===== src/rtl/spi_byte_engine_if.sv =====
// spi_byte_engine_if
//   Byte-level handshake between the SPI peripheral front end and the
//   spi_byte_engine.
//   tx_byte  : byte to send, sampled on an accepted tx_dv
//   tx_dv    : transmit request
//   tx_ready : engine idle / can accept (combinational from the engine)
//   rx_dv    : one-cycle pulse, rx_byte valid
//   rx_byte  : last received byte
//   master modport = upstream peripheral, slave modport = engine.
interface spi_byte_engine_if;
  logic [7:0] tx_byte;
  logic       tx_dv;
  logic       tx_ready;
  logic       rx_dv;
  logic [7:0] rx_byte;

  modport master (
    output tx_byte,
    output tx_dv,
    input  tx_ready,
    input  rx_dv,
    input  rx_byte
  );

  modport slave (
    input  tx_byte,
    input  tx_dv,
    output tx_ready,
    output rx_dv,
    output rx_byte
  );
endinterface


===== src/rtl/spi_byte_engine.sv =====
// spi_byte_engine
//   Byte-level SPI master. Accepts one byte per tx_dv/tx_ready handshake,
//   shifts it out MSB-first on spi_mosi while capturing 8 bits from
//   spi_miso, and returns the captured byte with a one-cycle rx_dv pulse.
//   Chip select is handled elsewhere.
// Parameters
//   SPI_MODE          : 0..3, CPOL = bit 1, CPHA = bit 0
//   CLKS_PER_HALF_BIT : clk cycles per spi_clk half period, >= 2
// Ports
//   clk      : system clock, rising edge
//   resetn   : synchronous active-low reset
//   bus      : byte handshake (tx_byte/tx_dv/tx_ready/rx_dv/rx_byte)
//   spi_clk  : registered SPI clock, idles at CPOL
//   spi_miso : serial data from slave (synchronous to the engine)
//   spi_mosi : registered serial data to slave
module spi_byte_engine #(
  parameter int SPI_MODE          = 0,
  parameter int CLKS_PER_HALF_BIT = 2
) (
  input  logic                 clk,
  input  logic                 resetn,
  spi_byte_engine_if.slave     bus,
  output logic                 spi_clk,
  input  logic                 spi_miso,
  output logic                 spi_mosi
);

  if (CLKS_PER_HALF_BIT < 2) begin : g_bad_half_bit
    $error("spi_byte_engine: CLKS_PER_HALF_BIT must be >= 2");
  end
  if (SPI_MODE < 0 || SPI_MODE > 3) begin : g_bad_mode
    $error("spi_byte_engine: SPI_MODE must be 0..3");
  end

  localparam logic CPOL = 1'((SPI_MODE >> 1) & 1);
  localparam logic CPHA = 1'(SPI_MODE & 1);
  localparam int   HW   = (CLKS_PER_HALF_BIT < 2) ? 1 : $clog2(CLKS_PER_HALF_BIT);
  localparam logic [HW-1:0] HALF_LAST = HW'(CLKS_PER_HALF_BIT - 1);

  typedef enum logic [1:0] {IDLE, XFER, DONE} state_t;

  state_t        state_reg, state_next;
  logic [HW-1:0] half_cnt_reg;
  logic [4:0]    edge_cnt_reg;
  logic [7:0]    tx_shift_reg;
  logic [7:0]    rx_shift_reg;
  logic [7:0]    rx_byte_reg;
  logic          rx_dv_reg;
  logic          spi_clk_reg;
  logic          spi_mosi_reg;

  logic          ready;
  logic          accept;
  logic          half_wrap;
  logic          leading;
  logic [4:0]    edge_num;

  // State register
  always_ff @(posedge clk) begin
    if (!resetn) begin
      state_reg <= IDLE;
    end else begin
      state_reg <= state_next;
    end
  end

  // Next state and handshake decode. DONE accepts exactly like IDLE so a
  // held tx_dv gives back-to-back bytes with no idle cycle in between.
  always_comb begin
    state_next = state_reg;
    ready      = 1'b0;
    accept     = 1'b0;
    half_wrap  = 1'b0;
    edge_num   = edge_cnt_reg + 5'd1;   // spi_clk edge about to be registered
    leading    = edge_num[0];           // odd edges lead, even edges trail
    case (state_reg)
      IDLE, DONE: begin
        ready = 1'b1;
        if (bus.tx_dv) begin
          accept     = 1'b1;
          state_next = XFER;
        end else begin
          state_next = IDLE;
        end
      end
      XFER: begin
        half_wrap = (half_cnt_reg == HALF_LAST);
        if (half_wrap && edge_num == 5'd16) begin
          state_next = DONE;
        end
      end
      default: state_next = IDLE;
    endcase
  end

  // Datapath: counters, spi_clk, shift registers, result register
  always_ff @(posedge clk) begin
    if (!resetn) begin
      half_cnt_reg <= '0;
      edge_cnt_reg <= '0;
      tx_shift_reg <= '0;
      rx_shift_reg <= '0;
      rx_byte_reg  <= '0;
      rx_dv_reg    <= 1'b0;
      spi_clk_reg  <= CPOL;
      spi_mosi_reg <= 1'b0;
    end else begin
      // Result is published one cycle after DONE, so rx_byte and rx_dv
      // change together on the same edge.
      rx_dv_reg <= (state_reg == DONE);
      if (state_reg == DONE) begin
        rx_byte_reg <= rx_shift_reg;
      end

      if (accept) begin
        tx_shift_reg <= bus.tx_byte;
        half_cnt_reg <= '0;
        edge_cnt_reg <= '0;
        // CPHA=0 needs bit 7 on the wire before the first leading edge
        if (!CPHA) begin
          spi_mosi_reg <= bus.tx_byte[7];
        end
      end else if (state_reg == XFER) begin
        if (half_wrap) begin
          half_cnt_reg <= '0;
          edge_cnt_reg <= edge_num;
          spi_clk_reg  <= ~spi_clk_reg;
          if (leading) begin
            if (CPHA) begin
              spi_mosi_reg <= tx_shift_reg[7];
              tx_shift_reg <= {tx_shift_reg[6:0], 1'b0};
            end else begin
              rx_shift_reg <= {rx_shift_reg[6:0], spi_miso};
            end
          end else begin
            if (CPHA) begin
              rx_shift_reg <= {rx_shift_reg[6:0], spi_miso};
            end else if (edge_num != 5'd16) begin
              // bit 7 already went out at accept; trailing edges carry 6..0
              spi_mosi_reg <= tx_shift_reg[6];
              tx_shift_reg <= {tx_shift_reg[6:0], 1'b0};
            end
          end
        end else begin
          half_cnt_reg <= half_cnt_reg + 1'b1;
        end
      end
    end
  end

  assign bus.tx_ready = ready;
  assign bus.rx_dv    = rx_dv_reg;
  assign bus.rx_byte  = rx_byte_reg;
  assign spi_clk      = spi_clk_reg;
  assign spi_mosi     = spi_mosi_reg;

endmodule


===== src/flat_wrapper.sv =====
// flat-port wrapper written by rule: the top's interface ports become plain ports
module spi_byte_engine_flat 
#(
  parameter int SPI_MODE          = 0,
  parameter int CLKS_PER_HALF_BIT = 2
)
  (clk, resetn, spi_clk, spi_miso, spi_mosi, bus_tx_byte, bus_tx_dv, bus_tx_ready, bus_rx_dv, bus_rx_byte);
  spi_byte_engine_if bus_i ();
  input  logic clk;
  input  logic resetn;
  output logic spi_clk;
  input  logic spi_miso;
  output logic spi_mosi;
  input wire logic [$bits(bus_i.tx_byte)-1:0] bus_tx_byte;
  input wire logic [$bits(bus_i.tx_dv)-1:0] bus_tx_dv;
  output wire logic [$bits(bus_i.tx_ready)-1:0] bus_tx_ready;
  output wire logic [$bits(bus_i.rx_dv)-1:0] bus_rx_dv;
  output wire logic [$bits(bus_i.rx_byte)-1:0] bus_rx_byte;
  assign bus_i.tx_byte = bus_tx_byte;
  assign bus_i.tx_dv = bus_tx_dv;
  assign bus_tx_ready = bus_i.tx_ready;
  assign bus_rx_dv = bus_i.rx_dv;
  assign bus_rx_byte = bus_i.rx_byte;
  spi_byte_engine #(.SPI_MODE(SPI_MODE), .CLKS_PER_HALF_BIT(CLKS_PER_HALF_BIT)) u_core (.clk(clk), .resetn(resetn), .bus(bus_i), .spi_clk(spi_clk), .spi_miso(spi_miso), .spi_mosi(spi_mosi));
endmodule

===== config.mk =====
export PLATFORM = sky130hd
export DESIGN_NAME = spi_byte_engine_flat
export DESIGN_NICKNAME = d
export VERILOG_FILES = /design/src/rtl/spi_byte_engine_if.sv /design/src/rtl/spi_byte_engine.sv /design/src/flat_wrapper.sv
export SDC_FILE = /design/constraint.sdc
export NUM_CORES = 1
export LEC_CHECK = 0
export CORE_MARGIN = 2
export CORE_UTILIZATION = 29
export DETAILED_ROUTE_END_ITERATION = 16
export GPL_TIMING_DRIVEN = 0
export PLACE_DENSITY = 0.55
export SLEW_MARGIN = 20
export SYNTH_ARGS = -nofsm -noshare
export SYNTH_HDL_FRONTEND = slang
export SYNTH_SLANG_ARGS = --single-unit

===== constraint.sdc =====
create_clock -name clk -period 1.7 [get_ports clk]
set_clock_uncertainty 0.15 [all_clocks]
set_input_delay 0.255 -clock clk [delete_from_list [all_inputs] [get_ports clk]]
set_output_delay 0.255 -clock clk [all_outputs]
set_load 0.005 [all_outputs]

==> impl_results.md <==
- Synth Flop Type: dfxtp_1
- IO Pins: 24
- Combinational share of power: 0.086
- Via-to-Cell Ratio: 4.37
- Crit path launch type: flop
- Synth Area in Compound Gates: 0.239
- Post-Syn Nets: 184
- CP Class: reg -> reg
- Vias in the first global route: between 1000 and 1500
- Ratio of cells with drive above 1 in the final layout: 0.219
- Drt drc: 0
- Synthesized instance count: 170
- Final Power: 1.67 mW
- Fin cells: 280
- Fin Hold WS: 218 ps
- Max Cap Violations: 0
- Antenna fix cells: 0
- Placed instance area: roughly 1900 um2
- Async set-or-reset flop fraction in the synthesized netlist: 0
- Fmax: 599 MHz
- Mean Syn Cell Area: roughly 9 um2
- Deepest clock path buffer count: 2
- Int Power: approximately 1.3 mW
- Synthesized area: 1550 um2
- Design Area, Final: between 2000 and 2500 um2
- Library cells used by synthesis: 29
- Hold Crit Class: in -> reg
- Worst Path Arrival: 1690 ps
- Final Hold Vio Count: 0
- Cts bufs inserted: 5
- Switching power: 0.371 mW
- # rows: 26
- WL/cell: 11.5 um
- Worst path required time: approximately 1700 ps
- # setup viols final: 0
- Largest family of logic cells by synthesized area: compound AO/OA/AOI/OAI gates
- Multiplexer share of the synthesized area: 0
- CP delay by family, top: compound AO/OA/AOI/OAI gates
- Layout Utilization: 0.411
- Post-synth EDFFs: 0
- Xor and xnor fraction of the mapped netlist area: 0.0396
- Tcrit/Tclk final: 0.982
- Outcome: complete, no violations
- Crit path largest cell delay: about 370 ps
- Area growth from synthesis to layout: 36.4%
- Final wirelength: 3210 um
- Sequential cell fraction of total power: 0.496
- GRT Util Overall: 0.115
- Clk slew on worst S/H paths: about 70 ps
- Clock root buffer: clkbuf_8
- Worst-margin pin slew: 492 ps
- Initial Utilization: 0.301
- Post-synthesis register bit count: 34
- H-Tree Depth: 2
- CTS tree: built
- First-pass GRT wire length: between 5000 and 6000 um
- Antenna Nets Post-Route: 0
- Synth warnings: 0
- Maximum vdd ir drop: 0.000521 V
- Core Area: between 5000 and 6000 um2
- Tmin final: 1670 ps
- Setup ws final: 30.2 ps
- Worst-path maximum fanout: 5
- Crit end category: flop
- Static leakage: 0.743 nW
- Power Density: 790 nW/um2
- Fill cell count: between 500 and 600
- Routability Congestion: ~0.72
- Largest net degree at the start of global routing: 11
- Synth Area in Adders: 0.0162
- IO buf count: 22
- Fin nets: 223
- Worst-Skew Late Latency: 280 ps
- Die width: 77.1 um
- CP Cell Sequence: ha_4, nor4b_4, a211oi_4, buf_6, a211oi_4, a211oi_2
- Setup WS pre-CTS: -213 ps
- Clock sink count: 34
- Post-Synth Simple-Gate Area: 0.227
- Slew headroom: 0.671
- Vias: 1224
- Drt pass-1 iters: 4
- Setup TNS Final: 0 ps
- Crit path buf inv count: 1
- RSZ-0062 raised after global routing: true
- DPL Wire Length: 2090 um
- CP most frequent cell: a211oi_4
- Die height: roughly 77 um
- Post-synthesis sequential area ratio: 0.439
- Placed Cells: 262
- Fin. max-slew vios: 0
- Grt ovf: 0
- Total Die Area: 5940 um2
- Crit-path slowest cell: dfxtp_4
- Iter 0 DRT Violations: 51
- Initial antenna violation count: 0
- Clk network pwr share: 0.417
- Switching Fraction: 0.223
==> metal layers <==
layer,routed length [um],track usage
met5,0,0
met2,1370,0.168
met3,105,0.0318
met4,53,0.0482
met1,1680,0.159
==> power by group through the flow <==
stage | registers, mW | clock network (mW) | logic [mW]
2_1_floorplan | 0.846 | 0 | 0.0843
3_3_place_gp | 0.848 | 0 | 0.135
3_5_place_dp | 0.848 | 0 | 0.134
4_1_cts | 0.830 | 0.725 | 0.137
5_1_grt | 0.831 | 0.753 | 0.161
6_report | 0.828 | 0.696 | 0.144
==> worst reg2reg max path: stages, from the launching register on <==
cell      delay, ps
dfxtp_4         370
ha_4            180
nor4b_4         330
a211oi_4        130
buf_6           160
a211oi_4        200
a211oi_2         50
==> cell type report <==
| class | count | area [um2] | area share |
|---|---|---|---|
| multi-input combinational | 125 | 870 | 0.411 |
| timing repair buffer | 33 | 307 | 0.145 |
| inverter | 2 | 7.51 | 0.00355 |
| clock buffer | 8 | 110 | 0.0521 |
| sequential | 34 | 689 | 0.326 |
| tap | 70 | 87.6 | 0.0414 |
| buffer | 8 | 42.5 | 0.0201 |
==> final timing paths <==
path / start / endpoint / slack [ps] / cells past startpoint
setup / recovery: u_core.edge_cnt_reg[0]$_SDFFE_PP0P_ / u_core.spi_mosi$_SDFFE_PN0P_ / 30 / 6
hold / removal: resetn / u_core.state_reg[0]$_SDFFE_PN0P_ / 220 / 3
setup reg to reg: u_core.edge_cnt_reg[0]$_SDFFE_PP0P_ / u_core.spi_mosi$_SDFFE_PN0P_ / 30 / 6
hold reg to reg: u_core.bus.rx_byte[7]$_SDFFE_PN0P_ / u_core.bus.rx_byte[7]$_SDFFE_PN0P_ / 320 / 2
==> cell usage in the layout (no fill, tap or decap), drive strengths merged <==
master	instances
ha	2
nor2b	2
clkbuf	14
nand3	3
nor4b	1
a21boi	22
xor2	3
xnor2	4
nand4	1
clkdlybuf4s50	22
nand3b	1
nand2	40
nor3b	3
and3b	2
buf	13
inv	2
a31oi	2
a21oi	2
o2111ai	1
dfxtp	34
a211oi	9
nor2	14
and3	1
o21ai	9
and2	3
==> synthesized netlist by cell type, types with 2 or more instances <==
master	n	area (um2)
nand2_1	40	150
dfxtp_1	34	681
a21boi_0	22	165
nor2_1	14	52.6
a211oi_2	8	100
o21ai_0	8	40.0
clkbuf_1	6	22.5
xnor2_1	4	35.0
and2_1	3	18.8
nand3_1	3	15.0
xor2_1	3	26.3
a21oi_1	2	10.0
a31oi_1	2	12.5
buf_6	2	22.5
ha_1	2	25.0
inv_1	2	7.51
nor2b_1	2	12.5
nor3b_1	2	15.0
==> kinds of logic after synthesis <==
| logic type | after synthesis |
|---|---|
| compound gates | 45 |
| xor+xnor | 7 |
| fa+ha+maj | 2 |
| buf+inv | 11 |
| flops | 34 |
| simple gates | 71 |
==> repair_timing <==
item / in CTS / in global routing
buffers inserted: 2 / 9
hold buffers: 0 / 0
hold endpoints to repair: 0 / 0
endpoints found under the setup margin: 9 / 11
pin swaps: 1 / 10
resized for setup: 5 / 18
No activity file was read; power rests on OpenSTA's default activity.
